<file path="src/rtl/ime_sad_sched.sv">
// IME SAD sequencer: walks the (2*SR)^2 integer candidates of a search window in raster order.
// It issues one candidate per accepted cycle and returns MV/last tags aligned to the merged SAD outputs.
// Latency: cand_v_o is registered one cycle after the accepting edge. sad4x4_v_o follows PIPE_LAT cycles after it, and sad_v_o PIPE_LAT+1 cycles after it.
// Backpressure: ref_rdy_i=0 stalls issue only. The delay line keeps shifting, so bubbles propagate to the merge stage.
//
// Ports:
//   clk, rstn               clock, synchronous active-low reset
//   start_i                 single-cycle start, honoured only in IDLE
//   ref_rdy_i               reference fetch accepts a candidate this cycle
//   busy_o                  search in progress (ISSUE or DRAIN)
//   cand_v_o/_mvx_o/_mvy_o  registered candidate strobe and signed MV
//   sad4x4_v_o              valid into the merge stage (delay line tail)
//   sad_v_o/_mvx_o/_mvy_o   merged-SAD valid with aligned MV (MV holds when idle)
//   sad_last_o, done_o      aligned last flag and one-cycle completion pulse
module ime_sad_sched #(
    parameter int SR       = 16,
    parameter int PIPE_LAT = 4,
    parameter int MV_LEN   = 7
) (
    input  logic              clk,
    input  logic              rstn,
    input  logic              start_i,
    input  logic              ref_rdy_i,
    output logic              busy_o,
    output logic              cand_v_o,
    output logic [MV_LEN-1:0] cand_mvx_o,
    output logic [MV_LEN-1:0] cand_mvy_o,
    output logic              sad4x4_v_o,
    output logic              sad_v_o,
    output logic [MV_LEN-1:0] sad_mvx_o,
    output logic [MV_LEN-1:0] sad_mvy_o,
    output logic              sad_last_o,
    output logic              done_o
);

    localparam int                CW      = $clog2(2 * SR);
    localparam logic [CW-1:0]     CNT_MAX = CW'(2 * SR - 1);
    localparam logic [MV_LEN-1:0] SR_MV   = MV_LEN'(SR);

    typedef enum logic [1:0] {
        IDLE  = 2'd0,
        ISSUE = 2'd1,
        DRAIN = 2'd2
    } state_t;

    state_t state_q, state_nxt;

    logic [CW-1:0]     x_cnt, y_cnt;
    logic              load;
    logic              issue;
    logic              issue_last;
    logic              cand_last_q;
    logic [MV_LEN-1:0] mvx_nxt, mvy_nxt;

    // Delay line toward the merge stage: {valid, last, mvx, mvy} per stage.
    logic [PIPE_LAT-1:0] dl_v;
    logic [PIPE_LAT-1:0] dl_last;
    logic [MV_LEN-1:0]   dl_mvx [PIPE_LAT];
    logic [MV_LEN-1:0]   dl_mvy [PIPE_LAT];

    assign issue_last = (x_cnt == CNT_MAX) && (y_cnt == CNT_MAX);

    // The counters run 0..2*SR-1. Subtracting SR modulo 2^MV_LEN gives the signed offset -SR..SR-1.
    assign mvx_nxt = MV_LEN'(x_cnt) - SR_MV;
    assign mvy_nxt = MV_LEN'(y_cnt) - SR_MV;

    // ------------------------------------------------------------------
    // FSM: next state and decoded controls
    // ------------------------------------------------------------------
    always_comb begin
        state_nxt = state_q;
        busy_o    = 1'b0;
        load      = 1'b0;
        issue     = 1'b0;
        case (state_q)
            IDLE: begin
                if (start_i) begin
                    load      = 1'b1;
                    state_nxt = ISSUE;
                end
            end
            ISSUE: begin
                busy_o = 1'b1;
                if (ref_rdy_i) begin
                    issue = 1'b1;
                    if (issue_last) begin
                        state_nxt = DRAIN;
                    end
                end
            end
            DRAIN: begin
                busy_o = 1'b1;
                // done_o is the final aligned result; all tagged results have left by then.
                if (done_o) begin
                    state_nxt = IDLE;
                end
            end
            default: begin
                state_nxt = IDLE;
            end
        endcase
    end

    always_ff @(posedge clk) begin
        if (!rstn) begin
            state_q <= IDLE;
        end else begin
            state_q <= state_nxt;
        end
    end

    // ------------------------------------------------------------------
    // Position counters and registered issue outputs
    // ------------------------------------------------------------------
    always_ff @(posedge clk) begin
        if (!rstn) begin
            x_cnt       <= '0;
            y_cnt       <= '0;
            cand_v_o    <= 1'b0;
            cand_last_q <= 1'b0;
            cand_mvx_o  <= '0;
            cand_mvy_o  <= '0;
        end else begin
            cand_v_o    <= issue;
            cand_last_q <= issue & issue_last;
            if (load) begin
                x_cnt <= '0;
                y_cnt <= '0;
            end else if (issue) begin
                cand_mvx_o <= mvx_nxt;
                cand_mvy_o <= mvy_nxt;
                if (x_cnt == CNT_MAX) begin
                    x_cnt <= '0;
                    y_cnt <= y_cnt + 1'b1;
                end else begin
                    x_cnt <= x_cnt + 1'b1;
                end
            end
        end
    end

    // ------------------------------------------------------------------
    // Delay line: shifts every cycle, including stall bubbles
    // ------------------------------------------------------------------
    always_ff @(posedge clk) begin
        if (!rstn) begin
            dl_v    <= '0;
            dl_last <= '0;
            for (int i = 0; i < PIPE_LAT; i++) begin
                dl_mvx[i] <= '0;
                dl_mvy[i] <= '0;
            end
        end else begin
            dl_v[0]    <= cand_v_o;
            dl_last[0] <= cand_last_q;
            dl_mvx[0]  <= cand_mvx_o;
            dl_mvy[0]  <= cand_mvy_o;
            for (int i = 1; i < PIPE_LAT; i++) begin
                dl_v[i]    <= dl_v[i-1];
                dl_last[i] <= dl_last[i-1];
                dl_mvx[i]  <= dl_mvx[i-1];
                dl_mvy[i]  <= dl_mvy[i-1];
            end
        end
    end

    assign sad4x4_v_o = dl_v[PIPE_LAT-1];

    // ------------------------------------------------------------------
    // Output stage: mirrors the merge stage's output register
    // ------------------------------------------------------------------
    always_ff @(posedge clk) begin
        if (!rstn) begin
            sad_v_o    <= 1'b0;
            sad_last_o <= 1'b0;
            sad_mvx_o  <= '0;
            sad_mvy_o  <= '0;
        end else begin
            sad_v_o    <= dl_v[PIPE_LAT-1];
            sad_last_o <= dl_v[PIPE_LAT-1] & dl_last[PIPE_LAT-1];
            // The MV outputs hold through bubbles so downstream logic can sample them lazily.
            if (dl_v[PIPE_LAT-1]) begin
                sad_mvx_o <= dl_mvx[PIPE_LAT-1];
                sad_mvy_o <= dl_mvy[PIPE_LAT-1];
            end
        end
    end

    assign done_o = sad_v_o & sad_last_o;

endmodule

</file>
<file path="config.mk">
export PLATFORM = sky130hd
export DESIGN_NAME = ime_sad_sched
export DESIGN_NICKNAME = d
export VERILOG_FILES = /design/src/rtl/ime_sad_sched.sv
export SDC_FILE = /design/constraint.sdc
export NUM_CORES = 1
export LEC_CHECK = 0
export CAP_MARGIN = 10
export CORE_ASPECT_RATIO = 1.4
export CORE_MARGIN = 3
export CORE_UTILIZATION = 48
export CTS_CLUSTER_SIZE = 12
export DETAILED_ROUTE_END_ITERATION = 10
export GPL_TIMING_DRIVEN = 0
export PLACE_DENSITY = 0.74
export SLEW_MARGIN = 20
export SYNTH_ARGS = -nofsm -noshare
export SYNTH_HDL_FRONTEND = slang
export SYNTH_SLANG_ARGS = --single-unit
</file>
<file path="constraint.sdc">
create_clock -name clk -period 1.7 [get_ports clk]
set_clock_uncertainty 0.05 [all_clocks]
set_input_delay 0.34 -clock clk [delete_from_list [all_inputs] [get_ports clk]]
set_output_delay 0.34 -clock clk [all_outputs]
set_load 0.02 [all_outputs]
</file>
=== Yosys cells after proc, flatten, opt, wreduce, memory -nomap -nowiden ===
Memories as Yosys holds them, arrays and structs flattened. A register that Yosys moved wholly into a read port is not among the register bits.
Cells that the tools add are included.

* Register bits: 38
* Bits in writable memories: 56
* Input bits: 4
* Output and inout port bits: 34
* Word-level logic and storage cells: 68
* Memories kept: 2

* Add/sub/neg operators: 4
* Equal/unequal tests: 8
* Multiplexer cells: 21
* Bitwise logic cells: 13
* Reductions and logical operators: 9

{| class="wikitable"
|+ Memory list
! name !! words !! width !! rd ports !! clocked after memory_dff !! wr ports !! RTL line !! source
|-
| dl_mvx || 4 || 7 || 4 || 1 || 4 || 58 || <nowiki>logic [MV_LEN-1:0] dl_mvx [PIPE_LAT];</nowiki>
|-
| dl_mvy || 4 || 7 || 4 || 1 || 4 || 59 || <nowiki>logic [MV_LEN-1:0] dl_mvy [PIPE_LAT];</nowiki>
|}

{| class="wikitable"
|+ Operators by type and width
! cell !! count
|-
| two-way mux 7 bit || 8
|-
| subtractor 5 x 5 -> 6 bit, second input constant || 2
|-
| adder 5 x 1 -> 5 bit, second input constant || 2
|-
| == test 5 bit, second input constant || 2
|-
| two-way mux 2 bit || 4
|-
| inequality test 2 bit, second input constant || 4
|-
| OR 1 bit || 8
|-
| two-way mux 1 bit || 7
|-
| one-hot mux 2 bit (3 select lines) || 1
|-
| two-way mux 5 bit || 1
|-
| AND reduction 2 bit || 2
|-
| AND reduction 4 bit || 1
|-
| OR reduction 2 bit || 2
|-
| AND 1 bit || 3
|-
| == test 2 x 1 -> 1 bit, second input constant || 1
|-
| == test 2 bit, second input constant || 1
|-
| zero test 1 bit || 2
|-
| zero test 2 bit || 1
|-
| inverter 1 bit || 2
|-
| logical AND 1 bit || 1
|}

=== Depth between registers and ports, before layout ===
* Word-level depth: 5
* Gate-level depth with buffers: 7
* Depth with buffers taken out: 6

=== Worst setup path after synthesis ===
Ideal clock, no wire load.

* Kind: register to register
* Start: reg x_cnt[0]
* End: reg state_q[0]
* Library setup time: 0.072 ns
* Arrival time: 1.674 ns
* Data required time: 1.578 ns
* Path slack: -0.096 ns
* Cell stages (with the launch flop): 8
* Buffers on the path: 1
* Clock period less this slack: 1.796 ns
* Cells stage by stage: dfxtp_1 ha_1 and3_1 ha_1 buf_6 nand3_1 a222oi_1 mux2i_1

* Word-level cells in the longest chain between the ends: 4

{| class="wikitable"
|+ RTL lines
! element !! RTL line !! source
|-
| start: declaration || 48 || <nowiki>logic [CW-1:0] x_cnt, y_cnt;</nowiki>
|-
| start signal: assignment || 136 || <nowiki>x_cnt <= x_cnt + 1'b1;</nowiki>
|-
| == test 5 bit || 61 || <nowiki>assign issue_last = (x_cnt == CNT_MAX) && (y_cnt == CNT_MAX);</nowiki>
|-
| logical AND 1 bit || 61 ||
|-
| inequality test 2 bit (no source line) || -- ||
|-
| AND reduction 4 bit (no source line) || -- ||
|-
| end signal: assignment || 108 || <nowiki>state_q <= state_nxt;</nowiki>
|-
| end: declaration || 46 || <nowiki>state_t state_q, state_nxt;</nowiki>
|}

Every way passes these cells.
A chain may end at the register's enable or synchronous reset.

=== Worst setup path after layout ===
* Start: reg x_cnt[0]
* End: reg x_cnt[2]

* Word-level cells in the longest chain between the ends: 2
* Elaborated cells on any way between the ends: 3
* Classes of those cells: add/sub (1); eq/ne (1); mux (1)

{| class="wikitable"
|+ RTL lines
! element !! RTL line !! source
|-
| adder 5 x 1 -> 5 bit or == test 5 bit (tied branches) || 136, 132 ||
|-
| two-way mux 5 bit (*) || 132 || <nowiki>if (x_cnt == CNT_MAX) begin</nowiki>
|}

Mark *: on every way between the ends. The rest lies on a longest branch, timed or not.

==> qor.csv <==
stage;metric;value;unit
synth;count of cell types in the netlist;27;
clock_network;Clock Pin Slew Worst Setup and Hold Paths;0.08;ns
clock_network;Num CTS Buffers;9;
power;Max VDD drop;0.816;mV
worst_hold_path;hold path start;dl_mvx[1][5];
floorplan;I/O pin count;38;
synth;Mean Syn Cell Area;10.6;um^2
synth;Synth area leader;dfxtp_1;
routing;routed via count;1913;
setup_path;cells along the critical path;ha_4 > and3_4 > ha_4 > buf_6 > or4b_1 > a21oi_2;
power;P_sw;1060;uW
floorplan;DIE AREA;6950;um^2
routing;drc violations;0;
cells_and_area;P&R area growth vs syn;26.6;%
sta;Final Critical Period;1.76;ns
setup_path;Buf/Inv on CP;1;
placed_design;DP HPWL;3.28;mm
sta;unrepaired setup endpoints after global routing;true;
power;P_leak;0.00170;uW
setup_path;CP peak stage delay;0.53;ns
floorplan;Die Span X;71.3;um
cells_and_area;share of cells above drive strength 1;0.169;
power;Clk pwr share;0.318;
clock_network;H-tree levels;3;
clock_network;Clock Tree Buf Depth;2;
sta;Max Fclk;569;MHz
sta;Slew @ Worst Pin;0.475;ns
synth;synth warn;0;
sta;max_slew headroom;0.683;
setup_path;worst reg-to-reg path cell count;6;
clock_network;hold_buf cts;0;
synth;ys async rst share;0;
setup_path;FF-to-FF End;x_cnt[2];
synth;top-count cell post-synth;dfxtp_1;
setup_path;Slowest cell on crit path;or4b_1;
setup_path;Crit Path Category;reg -> reg;
placed_design;RD Place Congestion;0.843;
setup_path;CP Launch Type;register;
setup_path;Worst path most repeated cell;ha_4;
routing;Iter 0 DRT Violations;61;
global_routing;largest net degree at the start of global routing;15;
global_routing;initial antenna violation count;0;
clock_network;root buf cell;clkbuf_8;
routing;DR vias/cell;4.78;
placed_design;DP Cell Count;375;
cells_and_area;Finished Layout Cells;400;
clock_network;Skew-Pair Late Insertion Delay;0.35;ns
placed_design;Buffers on Ports;37;
cells_and_area;fin nets;340;
synth;Mapped Cells;270;
synth;post-synthesis sequential area ratio;0.586;
routing;First-pass DRT Iterations;4;
sta;Fin. Hold Viols;0;
worst_hold_path;HP Class;reg -> reg;
cells_and_area;n_diodes;0;
synth;Post-synth EDFFs;0;
outcome;status;finished, violations left;
floorplan;Initial Util;0.508;
floorplan;row cnt;32;
synth;flops & latches, synth;84;
sta;final setup vio count;6;
routing;Post-Route WL;4.69;mm
setup_path;worst-path fanout max;5;
worst_hold_path;worst hold stages;1;
synth;top post-synthesis cells by area;dfxtp_1 59%, and2_1 11%, mux2i_1 4.2%, ha_1 3.9%, nand3_1 2.8%;
synth;Cell Area, Synth;2870;um^2
global_routing;Tot GR Track Use;0.147;
synth;Yosys top cell area share;0.586;
floorplan;Placeable Area;5650;um^2
setup_path;worst endpoint required time;1.93;ns
setup_path;CP arrival;1.99;ns
floorplan;Die Y;97.5;um
power;Comb power frac;0.152;
power;total power;3880;uW
power;Cell Int Power;2830;uW
clock_network;Sink Count;84;
synth;syn nets;283;
routing;Routed wire per std cell;11.7;um
setup_path;Crit. End Element;register;
clock_network;CTS tree;yes;
setup_path;Worst path top cell family by delay;simple AND/OR/NAND/NOR gates;
worst_hold_path;Hold Crit Endpoint;dl_mvx[2][5];
routing;Detail Route Antenna Nets;0;
global_routing;vias in the first global route;1871;
sta;final worst slack;-0.0583;ns
setup_path;Worst R2R Setup Slack;-0.06;ns
job;max_cap viols;0;
setup_path;Worst R2R Start;x_cnt[0];
power;Flop pwr share;0.529;
power;Switching Fraction;0.272;
placed_design;Placement Setup Slack;-0.273;ns
outcome;failing checks;setup timing;
sta;Slew Limit Fails;0;
synth;Top FF cell, synth;dfxtp_1;
sta;Final period util;1.03;
global_routing;total grt overflow;0;
power;Pwr Density;1070;nW/um^2
synth;Synth top cells by count;84 x dfxtp_1, 50 x and2_1, 16 x nand3_1;
global_routing;first-pass GRT wire length;7.95;mm
==> what timing repair did <==
item                                    CTS  global route
endpoints found under the setup margin   38            24
setup buffers                             7             2
resized for setup                        34            17
pin swaps                                 3             0
==> layer usage <==
metal  part of all wire  GRT usage
met5                  0          0
met4              0.027      0.101
met3              0.047     0.0393
met2               0.50      0.254
met1               0.42      0.151
==> sequential cells by signal, indices dropped and copies added (netlist names) <==
| register | cells |
|---|---|
| dl_mvy | 20 |
| y_cnt | 5 |
| sad_v_o | 1 |
| cand_v_o | 1 |
| sad_last_o | 1 |
| dl_v | 4 |
| x_cnt | 5 |
| state_q | 2 |
| cand_mvy_o | 5 |
| sad_mvx_o | 5 |
| cand_last_q | 1 |
| sad_mvy_o | 5 |
| dl_last | 4 |
| cand_mvx_o | 5 |
| dl_mvx | 20 |
==> layout by cell type, fill, tap and decap left out, drive strengths merged, types with 9 or more instances in the layout <==
cell,n
clkbuf,22
nor2b,10
dlygate4sd2,25
mux2i,12
dfxtp,84
nand2,14
and2,51
buf,19
nand3,16
o21ai,11
ha,9
==> kinds of logic (layout without fill, tap and decap cells) <==
kind of cell	Yosys count	after routing	synth area share
muxes	12	12	0.0419
buffers and inverters	26	88	0.0480
and+or+nand+nor	106	106	0.212
adders and majority gates	9	9	0.0393
xor gates and xnor gates	2	2	0.00611
AOI/OAI and AO/OA	31	31	0.0668
DFF	84	84	0.586
==> power groups by stage <==
stage                     clock network (uW)  registers, uW  logic (uW)
final                                   1240           2060         592
after global routing                    1370           2070         661
after floorplan                            0           2110         370
after global placement                     0           2100         561
after CTS                               1290           2060         584
after detailed placement                   0           2100         566
==> area by class of cell <==
class                   count  area, um^2
well taps                  68        85.1
repair buffers             46         428
inverters                   4        15.0
plain buffers              22         128
flip-flops and latches     84        1690
fillers                   472        2010
multi-input cells         160        1100
clock buffers              10         138
clock inverters             6        40.0
==> per-stage QoR <==
stage / instance area, um^2 / hold slack [ns] / util / setup TNS (ns)
floorplan: 2910 / 0.362 / - / -0.0605
global placement: 3370 / 0.363 / 0.596 / -11.51
detailed placement: 3370 / 0.368 / 0.596 / -12.92
CTS: 3580 / 0.385 / 0.634 / -0.126
global route: 3630 / 0.394 / 0.643 / -0.683
finish: 3630 / 0.379 / 0.643 / -0.150
==> how the worst max path moves through the flow <==
stage	slack (ns)	start	cells after the start	end
2_1_floorplan	-0.03	x_cnt[1]	7	state_q[0]
3_3_place_gp	-0.24	ref_rdy_i	4	x_cnt[2]
3_5_place_dp	-0.27	rstn	4	x_cnt[3]
4_1_cts	-0.05	x_cnt[0]	6	x_cnt[2]
5_1_grt	-0.13	x_cnt[0]	8	state_q[0]
6_report	-0.06	x_cnt[0]	6	x_cnt[2]
Note: power is estimated with default switching activity, not from simulation.
